`src/rtl/fire_sequencer_if.sv`:
```
// Channel-side strobe and flag bundle between the fire sequencer (master)
// and a bank of NCH transducer output channels (slave).
interface fire_sequencer_if #(
  parameter int NCH = 8
);
  logic           chan_rst;
  logic           mark;
  logic           go;
  logic [NCH-1:0] fire_complete_in;
  logic [NCH-1:0] warning_in;

  modport master (output chan_rst, mark, go, input  fire_complete_in, warning_in);
  modport slave  (input  chan_rst, mark, go, output fire_complete_in, warning_in);
endinterface

```
`src/rtl/fire_sequencer.sv`:
```
// Transmit-shot initiator: sequences channel reset, arm (mark) and fire (go)
// strobes across NCH channels and reports done / timeout / fault to the host.
module fire_sequencer #(
  parameter int NCH     = 8,
  parameter int TO_W    = 16,
  parameter int RST_CYC = 2
) (
  input  logic             clk,
  input  logic             rst,
  input  logic             start,
  output logic             ready,
  input  logic [NCH-1:0]   chan_en,
  input  logic [TO_W-1:0]  timeout_cycles,
  input  logic             fault_clr,
  output logic             busy,
  output logic             done,
  output logic             timeout,
  output logic             fault,
  output logic [NCH-1:0]   fault_chan,
  output logic [15:0]      shot_count,
  fire_sequencer_if.master chanBus
);

  localparam int              RC_W     = (RST_CYC > 1) ? $clog2(RST_CYC) : 1;
  localparam logic [RC_W-1:0] RST_LAST = RC_W'(RST_CYC - 1);

  typedef enum logic [2:0] {PRE_RST, IDLE, ARM, FIRE, POST_RST} stateT;

  stateT           state, nextState;
  logic [RC_W-1:0] rstCnt;
  logic [TO_W-1:0] phaseCnt, toQ;
  logic [NCH-1:0]  enQ, warnBits, doneBits;
  logic            donePending, warnHit, rstDone, phaseLimit;
  logic            armClear, fireDone, accept;

  // NOTE: every signal gets a default before the case so no latch is inferred.
  always_comb begin
    warnBits         = chanBus.warning_in & enQ;
    doneBits         = chanBus.fire_complete_in & enQ;
    warnHit          = |warnBits;
    armClear         = (doneBits == '0);
    fireDone         = (doneBits == enQ);
    rstDone          = (rstCnt == RST_LAST);
    // The limit is hit on the to_q-th cycle of a phase.
    phaseLimit       = (toQ != '0) && (phaseCnt == toQ - 1'b1);
    ready            = (state == IDLE) && !timeout && !fault;
    accept           = start && ready;
    busy             = (state != IDLE);
    chanBus.mark     = (state == ARM) || (state == FIRE);
    chanBus.go       = (state == FIRE);
    chanBus.chan_rst = (state == PRE_RST) || (state == POST_RST);
    nextState        = state;
    unique case (state)
      PRE_RST:  if (rstDone) nextState = IDLE;
      IDLE:     if (accept) nextState = (chan_en == '0) ? POST_RST : ARM;
      ARM: begin
        if (warnHit)         nextState = POST_RST;
        else if (armClear)   nextState = FIRE;
        else if (phaseLimit) nextState = POST_RST;
      end
      FIRE:     if (warnHit || fireDone || phaseLimit) nextState = POST_RST;
      POST_RST: if (rstDone) nextState = IDLE;
      default:  nextState = PRE_RST;
    endcase
  end

  // NOTE: sequential state uses non-blocking assignments only, so every
  // register samples the pre-edge values regardless of statement order.
  always_ff @(posedge clk) begin
    if (!rst) begin
      state       <= PRE_RST;
      rstCnt      <= '0;
      phaseCnt    <= '0;
      toQ         <= '0;
      enQ         <= '0;
      donePending <= 1'b0;
      done        <= 1'b0;
      timeout     <= 1'b0;
      fault       <= 1'b0;
      fault_chan  <= '0;
      shot_count  <= '0;
    end else begin
      state    <= nextState;
      // Both counters restart on every state entry.
      rstCnt   <= (nextState != state) ? '0 : rstCnt + 1'b1;
      phaseCnt <= (nextState != state) ? '0 : phaseCnt + 1'b1;
      done     <= 1'b0;

      if (state == IDLE) begin
        if (fault_clr) begin
          timeout    <= 1'b0;
          fault      <= 1'b0;
          fault_chan <= '0;
        end
        if (accept) begin
          enQ         <= chan_en;
          toQ         <= timeout_cycles;
          donePending <= (chan_en == '0);
        end
      end

      if ((state == ARM || state == FIRE || state == POST_RST) && warnHit) begin
        fault      <= 1'b1;
        fault_chan <= fault_chan | warnBits;
      end

      // Priority within a phase: warning, then exit condition, then timeout.
      if (state == ARM || state == FIRE) begin
        if (warnHit) begin
          donePending <= 1'b0;
        end else if (state == FIRE && fireDone) begin
          donePending <= 1'b1;
        end else if (nextState == POST_RST) begin
          timeout     <= 1'b1;
          donePending <= 1'b0;
        end
      end

      if (state == POST_RST && rstDone) begin
        done        <= donePending;
        shot_count  <= shot_count + {15'd0, donePending};
        donePending <= 1'b0;
      end
    end
  end

endmodule
```
`src/flat_wrapper.sv`:
```
// flat-port wrapper written by rule: the top's interface ports become plain ports
module fire_sequencer_flat 
#(
  parameter int NCH     = 8,
  parameter int TO_W    = 16,
  parameter int RST_CYC = 2
)
  (clk, rst, start, ready, chan_en, timeout_cycles, fault_clr, busy, done, timeout, fault, fault_chan, shot_count, chanBus_chan_rst, chanBus_mark, chanBus_go, chanBus_fire_complete_in, chanBus_warning_in);
  fire_sequencer_if #(.NCH(NCH)) chanBus_i ();
  input  logic clk;
  input  logic rst;
  input  logic start;
  output logic ready;
  input  logic [NCH-1:0] chan_en;
  input  logic [TO_W-1:0] timeout_cycles;
  input  logic fault_clr;
  output logic busy;
  output logic done;
  output logic timeout;
  output logic fault;
  output logic [NCH-1:0] fault_chan;
  output logic [15:0] shot_count;
  output wire logic [$bits(chanBus_i.chan_rst)-1:0] chanBus_chan_rst;
  output wire logic [$bits(chanBus_i.mark)-1:0] chanBus_mark;
  output wire logic [$bits(chanBus_i.go)-1:0] chanBus_go;
  input wire logic [$bits(chanBus_i.fire_complete_in)-1:0] chanBus_fire_complete_in;
  input wire logic [$bits(chanBus_i.warning_in)-1:0] chanBus_warning_in;
  assign chanBus_chan_rst = chanBus_i.chan_rst;
  assign chanBus_mark = chanBus_i.mark;
  assign chanBus_go = chanBus_i.go;
  assign chanBus_i.fire_complete_in = chanBus_fire_complete_in;
  assign chanBus_i.warning_in = chanBus_warning_in;
  fire_sequencer #(.NCH(NCH), .TO_W(TO_W), .RST_CYC(RST_CYC)) u_core (.clk(clk), .rst(rst), .start(start), .ready(ready), .chan_en(chan_en), .timeout_cycles(timeout_cycles), .fault_clr(fault_clr), .busy(busy), .done(done), .timeout(timeout), .fault(fault), .fault_chan(fault_chan), .shot_count(shot_count), .chanBus(chanBus_i));
endmodule
```
`config.mk`:
```
export PLATFORM = sky130hd
export DESIGN_NAME = fire_sequencer_flat
export DESIGN_NICKNAME = d
export VERILOG_FILES = /design/src/rtl/fire_sequencer_if.sv /design/src/rtl/fire_sequencer.sv /design/src/flat_wrapper.sv
export SDC_FILE = /design/constraint.sdc
export NUM_CORES = 1
export LEC_CHECK = 0
export CAP_MARGIN = 5
export CELL_PAD_IN_SITES_DETAIL_PLACEMENT = 0
export CELL_PAD_IN_SITES_GLOBAL_PLACEMENT = 1
export CORE_AREA = 2 2 111 113
export DETAILED_ROUTE_END_ITERATION = 7
export DIE_AREA = 0 0 113 115
export PLACE_DENSITY_LB_ADDON = 0.1
export REMOVE_ABC_BUFFERS = 1
export SLEW_MARGIN = 20
export SYNTH_ARGS = -nofsm -noshare
export SYNTH_HDL_FRONTEND = slang
export SYNTH_SLANG_ARGS = --single-unit
```
`constraint.sdc`:
```
create_clock -name clk -period 3.1 [get_ports clk]
set_input_delay 0.62 -clock clk [delete_from_list [all_inputs] [get_ports clk]]
set_output_delay 0.62 -clock clk [all_outputs]
set_load 0.01 [all_outputs]
```
# Word-level counts from Yosys, hierarchy flattened
# Index checks and enable logic that the tools add are counted.
# op_classes
mux,26
eq_ne,9
addsub,4
reduce_logical,27
bitwise,4
# ops
cell,count
$mux W8,3
$mux W3,7
$add A16 B1 Y16,1
$add A16 B1 Y16 const B,1
$and A8 B8 Y8,2
$eq A16 B16 Y1,1
$logic_not A8 Y1,2
$reduce_bool A16 Y1,1
$sub A16 B1 Y16 const B,1
$mux W1,15
$pmux W3 S4,1
$eq A8 B8 Y1,1
$or A8 B8 Y8,1
$reduce_or A8 Y1,1
$logic_and A1 B1 Y1,7
$eq A3 B2 Y1 const B,2
$eq A3 B3 Y1 const B,2
$reduce_and A2 Y1,3
$reduce_or A2 Y1,3
$logic_or A1 B1 Y1,5
$reduce_bool A2 Y1,2
$eq A3 B1 Y1 const B,1
$logic_not A3 Y1,1
$ne A3 B1 Y1 const B,1
4 further kinds,5
# totals
ff_bits,72
input_bits,44

# Longest topological paths before layout
# depth
depth_word,12
ltp_mapped,11

# Worst setup path after synthesis
# Ideal clock, no wire load.
# synth_timing
path_type,reg2reg
start,register u_core.toQ[0]
end,register u_core.phaseCnt[11]
arrival_time_ns,2.709
stages_incl_launch_ff,12
slack_ns,0.258
t_required_ns,2.967
setup_ns,0.133
n_path_buf,2
cell_sequence,dfxtp_1 inv_1 ha_1 buf_4 nor3b_1 xnor2_1 or4_4 a311oi_4 nand4_2 a211oi_4 buf_8 nor3_2
# synth_via
elab_chain_cells,9
word_cells_on_any_way,12
classes_between,add/sub: 1; eq/ne: 2; mux: 5; reduce/logical: 4
# synth_rtl
element,line_no,source
start: declaration,fire_sequencer.sv:31,"logic [TO_W-1:0] phaseCnt, toQ;"
start signal: assignment,fire_sequencer.sv:97,toQ <= timeout_cycles;
$sub A16 B1 Y16,fire_sequencer.sv:45,phaseLimit = (toQ != '0) && (phaseCnt == toQ - 1'b1);
$eq A16 B16 Y1,fire_sequencer.sv:45,
$logic_and A1 B1 Y1 *,fire_sequencer.sv:45,
$mux W3,fire_sequencer.sv:59,else if (phaseLimit) nextState = POST_RST;
$mux W3,fire_sequencer.sv:58,else if (armClear) nextState = FIRE;
$mux W3,fire_sequencer.sv:57,if (warnHit) nextState = POST_RST;
$pmux W3 S4 *,fire_sequencer.sv:53,unique case (state)
$ne A3 B3 Y1 *,fire_sequencer.sv:86,phaseCnt <= (nextState != state) ? '0 : phaseCnt + 1'b1;
$reduce_or A2 Y1 (no source line) *,-,
end signal: assignment,fire_sequencer.sv:86,
end: declaration,fire_sequencer.sv:31,
# Every way passes the cells marked *; elsewhere a longest branch is shown, timed or not.
# A chain may end at the register's enable or synchronous reset.

# Worst setup path after layout
# layout_timing
start,register u_core.toQ[3]
end,register u_core.phaseCnt[15]
# Same word-level chain as after synthesis.

==> flow_summary.toml <==
[clock_tree]
clock_sinks = 72
h-tree-depth = 3
clk_path_buf_depth = 2
cts_tree = "done"
root_buffer = "clkbuf_16"
cts_buffers = 9
clkTransAtPathRegs_ns = 0.05
clock_latency_ns = 0.34

[yosys]
yosysSeqAreaShare_pct = 37.9
synth_edf_count = 0
synth-simple-area-share_pct = 29.5
synth_top_family_by_area = "simple AND/OR/NAND/NOR gates"
ys_ff_latch = 72
yosys.area_share.xor_xnor_pct = 10.8
synthMuxAreaShare_pct = 0.526
yosys.cell_types.count = 56
synth-main-ff-cell = "dfxtp_1"
synth_top_area_share_pct = 37.9
yosysMostFrequentCell = "nand2_1"
syn_avg_cell_area_um2 = 8.10
synth_area_leader_cell = "dfxtp_1"
netlist_area_um2 = 3810
yosys_warnings = 0
synth_area_leaders = "dfxtp_1 38%, nand2_1 7.6%, xor2_1 5.8%"
synthTopCellsByCount = "77 x nand2_1, 72 x dfxtp_1, 50 x nor2_1"
synth_fa_ha_area_share_pct = 1.64
syn_inst = 470
synth_compound_area_share_pct = 14.8
synthArstFlopShare_pct = 0

[layout]
num-fill-cells = 1198
num_antenna_cells = 0
seq_area_um2 = 1440
syn_to_final_growth_pct = 31.4
stdcell_area_um2 = 5000
drive_gt1_share_pct = 8.29
multi_input_area_um2 = 2180
final_core_util_pct = 42.3
fin_nets = 588

[drt]
wl_mm = 10.1
routed_via_density = 5.11
first_iter_violations = 186
ant_nets = 0
wire_per_inst_um = 14.7
drc = 4
via_count = 3526
dr.pass1.iters = 6

[timing]
worstMarginPinSlew_ns = 0.712
fin_crit_sh_pct = 91.9
setup-violations-final = 0
setup-tns-final_ns = 0
hold_viol = 0
relSlewSlack_pct = 52.5
max_freq_mhz = 351
rsz0062_at_grt = "false"
period_needed_ns = 2.85
finalMaxSlewViolations = 0
fin_worst_skew_ns = 0.00808

[pwr]
vdd_drop_max_mv = 0.325
power_mw = 3.17
p_leak_nw = 1.78
p_per_area_nw_per_um2 = 634

[die]
die_w_um = 113
core_um2 = 11800
rows = 40
dieHeight_um = 115
die_area_um2 = 13000
io_pins = 76
start_util_pct = 32.2

[grt]
grt_max_degree = 35
grt_pass1_vias = 3428
globalRouteTotalUtil_pct = 16.2
antenna_found_initial = 0
grt_pass1_wl_mm = 16.8
grt-ovfl-total = 0

[setup_path]
startpoint_type = "register"
worstPathRequired_ns = 3.30
cp_max_fo = 17
crit_slowest_cell = "or4_4"
criticalPathCategory = "register to register"
arrival_ns = 3.05
crit_chain = "or4_4, o41ai_1, o32ai_1, o21ai_0, nand4_2, a211oi_4, buf_12, nor3_1"
critPathTopFamily = "compound AO/OA/AOI/OAI gates"
end_kind = "register"
max_stage_delay_ns = 0.61
reg2reg_slack_ns = 0.25
crit_buf_inv = 1

[status]
violations = "DRC"
status = "finished with violations"

[place]
gp_congestion = 0.884
hpwl_mm = 7.61
placed_area_um2 = 4680
portBuffers = 75

[job]
cap_violations = 0

[hold_path]
hold_class = "register to register"
==> logic make-up (layout without fill, tap and decap cells) <==
group,after synthesis,in the layout
simple gates,223,223
compound gates,81,81
flops,72,72
xor+xnor,47,47
buf+inv,40,113
fa+ha+maj,5,5
mux,2,2
==> stage by stage <==
| stage | setup WS, ns | std cells | hold WS (ns) |
|---|---|---|---|
| after global routing | 0.0324 | 690 | 0.513 |
| after CTS | 0.207 | 690 | 0.490 |
| after detailed placement | 0.221 | 675 | 0.477 |
| final | 0.252 | 690 | 0.488 |
| after floorplan | 0.0576 | 445 | 0.459 |
| after global placement | 0.240 | 675 | 0.466 |
==> layout by cell type (no fill, tap or decap), types with 8 or more instances in the layout <==
cell type	Yosys	routed
a22oi_1	8	8
clkbuf_16	0	9
nand3_1	18	18
a21oi_1	29	29
o21ai_0	10	10
nand4_1	10	10
inv_1	15	14
nor2_1	50	50
a32oi_1	8	8
xnor2_1	22	22
clkdlybuf4s50_1	0	75
xor2_1	25	25
and3_1	9	9
dfxtp_1	72	72
nor4_1	9	9
nand2_1	77	77
nor3_1	14	14
==> metal layers <==
layer,wire [µm],track usage (%)
met1,4890,21.8
met2,4570,25.3
met3,501,3.22
met4,146,7.32
met5,0,0
==> flip-flops by register name (all words and copies together) (netlist names), 3 cells and up <==
| name | count |
|---|---|
| u_core.enQ | 8 |
| u_core.shot_count | 16 |
| u_core.state | 3 |
| u_core.toQ | 16 |
| u_core.fault_chan | 8 |
| u_core.phaseCnt | 16 |
==> where the power goes <==
group / internal (mW) / switching [mW]
Combinational: 0.431 / 0.542
Sequential: 0.996 / 0.115
Clock: 0.701 / 0.385
==> worst reg2reg max path, stage by stage, from the launching register on <==
cell,delay [ns]
dfxtp_1,0.40
or4_4,0.61
o41ai_1,0.38
o32ai_1,0.15
o21ai_0,0.38
nand4_2,0.20
a211oi_4,0.32
buf_12,0.20
nor3_1,0.07
==> what timing repair did <==
item | in CTS | in global routing
setup endpoints to repair | 0 | 12
buffers inserted | 0 | 0
gates resized for setup | 0 | 1
hold buffers | 0 | 0
==> final cells by class <==
| class | count | share of cell area (%) |
|---|---|---|
| Multi-Input combinational cell | 358 | 43.7 |
| Sequential cell | 72 | 28.8 |
| Timing Repair Buffer | 83 | 16.5 |
| Clock buffer | 10 | 4.58 |
| Tap cell | 147 | 3.68 |
| Clock inverter | 5 | 1.65 |
| Inverter | 15 | 1.13 |
==> path summary, 6_finish.rpt <==
check                  startpoint                   end  cells past startpoint
min reg2reg  u_core.fault_chan[0]  u_core.fault_chan[0]                      2
max                 u_core.toQ[3]   u_core.phaseCnt[15]                      8
min          u_core.fault_chan[0]  u_core.fault_chan[0]                      2
max reg2reg         u_core.toQ[3]   u_core.phaseCnt[15]                      8
(Power assumes the default switching activity.)
==> RTL change 1 (config.mk and constraints unchanged) <==
`TO_W` is set to 16 in 2 places; all go to 32.
--- a/src/rtl/fire_sequencer.sv
+++ b/src/rtl/fire_sequencer.sv
@@ -2,7 +2,7 @@
 // strobes across NCH channels and reports done / timeout / fault to the host.
 module fire_sequencer #(
   parameter int NCH     = 8,
-  parameter int TO_W    = 16,
+  parameter int TO_W    = 32,
   parameter int RST_CYC = 2
 ) (
   input  logic             clk,
--- a/src/flat_wrapper.sv
+++ b/src/flat_wrapper.sv
@@ -2,7 +2,7 @@
 module fire_sequencer_flat 
 #(
   parameter int NCH     = 8,
-  parameter int TO_W    = 16,
+  parameter int TO_W    = 32,
   parameter int RST_CYC = 2
 )
   (clk, rst, start, ready, chan_en, timeout_cycles, fault_clr, busy, done, timeout, fault, fault_chan, shot_count, chanBus_chan_rst, chanBus_mark, chanBus_go, chanBus_fire_complete_in, chanBus_warning_in);
Interface: changed (resized timeout_cycles); port bits go from 76 to 92. The function was not compared with the original's and may differ.
==> RTL change 1 against the original RTL <==
Final cell count grew 41%. Wire length is 54% higher. Fmax down 4.2%. The flow still finishes with violations (design-rule violations). Power is 59% higher. Largest cell class unchanged. Sequential power rose by 40%. Global-route usage is 8.2 points higher. Critical path type unchanged. Core utilization rose by 20 points. Sequential share of layout area decreased by 0.51 points. Sequential cell count rose by 32. Count of clock-buffer cells in the layout unchanged. Area after synthesis up 53%. Design area increased by 47%. Worst setup slack got worse by 130 ps.
==> RTL change 1: results (changes against the original RTL) <==
stage	metric	value	unit	change
yosys	post-synth cell types	65		+16%
setup_path	crit-path max cell delay	500	ps	-110 ps
clock_network	Clk Latency, worst-skew pair	360	ps	+20 ps
setup_path	Reg2Reg Setup Slack	130	ps	-130 ps
yosys	Synth Area in Compound Gates	12.8	%	-2.0 points
setup_path	arrival time at the worst endpoint	3220	ps	+170 ps
yosys	sequential share of the synthesized area	35.7	%	-2.1 points
global_routing	GRT Total Usage	24.4	%	+8.2 points
clock_network	CTS clk-pin slew, worst paths	70	ps	+20 ps
place	dpl cell area	6930	µm²	+48%
final_layout	NumNets Final	886		+51%
detailed_routing	vias per cell	5.78		+13%
yosys	post-synthesis mux area share	0.859	%	+0.33 points
yosys	adder-cell share of the synthesized area	1.07	%	-0.57 points
detailed_routing	drt drc	4		unchanged
place	pre-CTS WS	36.2	ps	-184 ps
setup_path	Crit path max-delay family	simple AND/OR/NAND/NOR gates		
setup_path	R2R depth	11		+3
power	P_leak	2.69	nW	+51%
detailed_routing	Initial DRC Count	411		+120%
final_layout	Largest regs	u_core.phaseCnt: 32 flops, u_core.toQ: 32 flops, u_core.shot_count: 16 flops		
setup_path	CP max-delay cell	or4b_4		
setup_path	r2r startpoint	u_core.toQ[0]		
power	P_int	3.15	mW	+48%
detailed_routing	Post-Route WL	15600	µm	+54%
detailed_routing	TritonRoute pass-1 iters	8		+2
yosys	Synth top cells by count	116 x nand2_1, 104 x dfxtp_1, 60 x nor2_1, 54 x a21oi_1, 49 x nand3_1		
power	worst IR drop on VDD	0.435	mV	+34%
yosys	Synth Area in XOR/XNOR	12.9	%	+2.0 points
outcome	failing checks	design-rule violations		
timing	skew final	6.51	ps	-1.57 ps
hold_path	Worst Hold End	u_core.toQ[31]		
outcome	status	complete, but fails checks		
yosys	Area contributors post-synth	dfxtp_1 36%, nand2_1 7.5%, xor2_1 6.5%		
place	GPL Wtd Cong	0.921		+4.3%
place	IO buf count	91		+21%
final_layout	layout cell share with drive strength beyond 1	8.84	%	+0.55 points
[RTL change 1: tightest hold or removal path: stages (launching register included)]
cell	delay (ps)
dfxtp_1	330
nand2_1	60
a21oi_1	60
[RTL change 1: layer usage]
metal | up-vias | routed length (µm) | track usage (%)
met5 | - | 0 | 0
met4 | 0 | 138 | 5.93
met3 | 13 | 836 | 5.27
li1 | 2781 | - | -
met2 | 158 | 7580 | 41.4
met1 | 2674 | 7000 | 31.9
[RTL change 1: final cells by class]
cell class	count	area [µm²]
Tap cell	147	184
Timing Repair Buffer	117	1150
Inverter	18	67.6
Multi-Input combinational cell	571	3520
Fill cell	1054	4460
Sequential cell	104	2080
Clock inverter	6	115
Clock buffer	10	229
[RTL change 1: logic make-up after synthesis]
group	count (synthesis)
AOI/OAI and AO/OA	115
and+or+nand+nor	362
adders and majority gates	5
DFF	104
buffers and inverters	59
xor gates and xnor gates	84
muxes	5
[RTL change 1: repair_timing]
action | CTS | global route
buffers inserted | 0 | 1
gates resized for setup | 0 | 7
setup endpoints to repair | 0 | 36
[RTL change 1: power groups by stage]
stage | logic (mW) | registers, mW | clock network (mW)
after global routing | 2.38 | 1.56 | 1.40
after global placement | 2.09 | 1.57 | 0
after floorplan | 1.38 | 1.54 | 0
after detailed placement | 2.10 | 1.57 | 0
final | 2.17 | 1.55 | 1.32
after CTS | 2.11 | 1.54 | 1.34
[RTL change 1: worst max-delay path by stage]
stage	slack, ps	depth (start not counted)	start	to
final	130	11	u_core.toQ[0]	u_core.donePending
after global routing	-3	11	u_core.toQ[0]	u_core.donePending
after CTS	20	11	u_core.toQ[0]	u_core.phaseCnt[15]
after detailed placement	40	11	u_core.toQ[0]	u_core.phaseCnt[15]
after global placement	100	11	u_core.toQ[0]	u_core.phaseCnt[21]
after floorplan	-550	7	u_core.state[0]	u_core.phaseCnt[19]
[RTL change 1: stage by stage]
step / power, mW / instances / hold WS [ps] / util, %
2_1_floorplan: 2.93 / 693 / 458 / -
3_3_place_gp: 3.66 / 954 / 469 / 58.6
3_5_place_dp: 3.68 / 954 / 483 / 58.6
4_1_cts: 5.00 / 970 / 496 / 61.6
5_1_grt: 5.34 / 973 / 516 / 62.3
6_report: 5.03 / 973 / 494 / 62.3
==> RTL change 2 (config.mk and constraints unchanged) <==
Made on the original files. Reset style: asynchronous (`rst`), changed in one clocked block.
--- a/src/rtl/fire_sequencer.sv
+++ b/src/rtl/fire_sequencer.sv
@@ -66,7 +66,7 @@
 
   // NOTE: sequential state uses non-blocking assignments only, so every
   // register samples the pre-edge values regardless of statement order.
-  always_ff @(posedge clk) begin
+  always_ff @(posedge clk or negedge rst) begin
     if (!rst) begin
       state       <= PRE_RST;
       rstCnt      <= '0;
Check against the original RTL: differs if rst is asserted again (counterexample within 4 cycles, from zero or initial values and one cycle with rst low); with rst held inactive, the same outputs for 10 cycles.
==> RTL change 2 against the original RTL <==
The flow still finishes with violations (design-rule violations). Worst setup slack gained 2.3 ps. Highest routed layer unchanged. Area after synthesis grew 3.5%. Sequential cell count is the same. Power grew 41%. Global-route usage shrank 0.46 points. Critical path type unchanged. Die area is the same. Wire length shrank 4.0%. Design area grew 4.7%.
==> RTL change 2: results (changes against the original RTL) <==
stage	metric	value	unit	change
place	DP HPWL	7470	µm	-1.8%
place	pre-CTS WS	171	ps	-49.5 ps
yosys	sequential share of the synthesized area	45.7	%	+7.8 points
setup_path	arrival time at the worst endpoint	3060	ps	about the same
outcome	status	complete, but fails checks		
yosys	Post-synth top flop	dfrtp_1		
final_layout	layout cell share with drive strength beyond 1	18.5	%	+10 points
global_routing	vias in the first global route	3187		-7.0%
detailed_routing	drt drc	7		+3
final_layout	fill count	1170		-2.3%
global_routing	met1 GRT Util	21.7	%	-0.026 points
detailed_routing	Post-Route WL	9710	µm	-4.0%
yosys	Synth top cells by count	72 x dfrtp_1, 29 x xnor2_1, 26 x mux2_2, 21 x nand2_1, 20 x xor2_1		
setup_path	CP max-delay cell	nor4_1		
timing	skew final	3.36	ps	-4.72 ps
final_layout	Non-Filler Instances	607		-12%
global_routing	GRT Total Usage	15.8	%	-0.46 points
yosys	Yosys warnings	0		unchanged
detailed_routing	Initial DRC Count	175		-5.9%
global_routing	GR Layer Usage met3	3.27	%	+0.053 points
yosys	Area contributors post-synth	dfrtp_1 46%, mux2_2 7.4%, xnor2_1 6.4%		
global_routing	wire length of the first global-routing pass	16100	µm	-3.9%
place	GPL Wtd Cong	0.796		-9.9%
power	worst IR drop on VDD	0.364	mV	+12%
setup_path	crit-path max cell delay	580	ps	-30 ps
detailed_routing	via count	3153		-11%
setup_path	crit path max fanout	8		-9
global_routing	largest net degree at the start of global routing	36		+2.9%
global_routing	M2 GR Usage	24.7	%	-0.64 points
timing	Worst-Margin Slew	829	ps	+116 ps
outcome	failing checks	design-rule violations		
yosys	post-synth cell types	60		+7.1%
final_layout	NumNets Final	503		-14%
yosys	Syn Inst Count	362		-23%
power	P_leak	2.15	nW	+21%
place	dpl cell area	4930	µm²	+5.2%
yosys	ys async rst share	100	%	+100 points
place	Placed Cells	591		-12%
==> RTL change 2: report_power, final <==
group | total (mW) | internal [mW] | switching (mW) | leakage, nW
Combinational | 1.87 | 0.958 | 0.913 | 1.06
Sequential | 1.54 | 1.20 | 0.343 | 0.942
Clock | 1.06 | 0.663 | 0.393 | 0.148
==> RTL change 2: cells by family (layout without fill, tap and decap cells) <==
kind of cell,after synthesis,count (layout),share of synthesized area [%]
flops,72,72,45.7
compound gates,77,77,15.3
mux,27,27,7.68
fa+ha+maj,4,4,1.27
buf+inv,26,124,3.68
xor+xnor,49,49,10.9
simple gates,107,107,15.5
==> RTL change 2: final cells by class <==
type,count,area (µm²),share of cell area (%)
clock inverters,5,55.1,1.05
clock buffers,11,253,4.83
well taps,147,184,3.51
flip-flops and latches,72,1800,34.4
repair buffers,92,886,16.9
multi-input cells,264,2000,38.1
inverters,16,60.1,1.15
==> RTL change 2: layer usage <==
metal / wire length (µm) / share of wire, % / up-vias
met5: 0 / 0 / -
met4: 148 / 1.5 / 0
met3: 422 / 4.3 / 13
met2: 4520 / 47 / 74
met1: 4610 / 48 / 1538
li1: - / - / 1528
==> RTL change 2: critical path: cells and delay by family, from the launching register on <==
family                 cells  cell delay (ps)
and+or+nand+nor            3             1310
DFF                        1              390
AOI/OAI and AO/OA          4              790
buffers and inverters      1              220
==> RTL change 2: path summary, 6_finish.rpt <==
path | startpoint | endpoint | slack, ps | depth (start not counted)
max | u_core.toQ[5] | u_core.phaseCnt[2] | 250 | 8
min | rst | u_core.toQ[7] | 380 | 1
max reg2reg | u_core.toQ[5] | u_core.phaseCnt[2] | 250 | 8
min reg2reg | u_core.shot_count[15] | u_core.shot_count[15] | 470 | 1
max in group asynchronous | rst | u_core.fault_chan[0] | 1910 | 2
min in group clk | u_core.shot_count[15] | u_core.shot_count[15] | 470 | 1
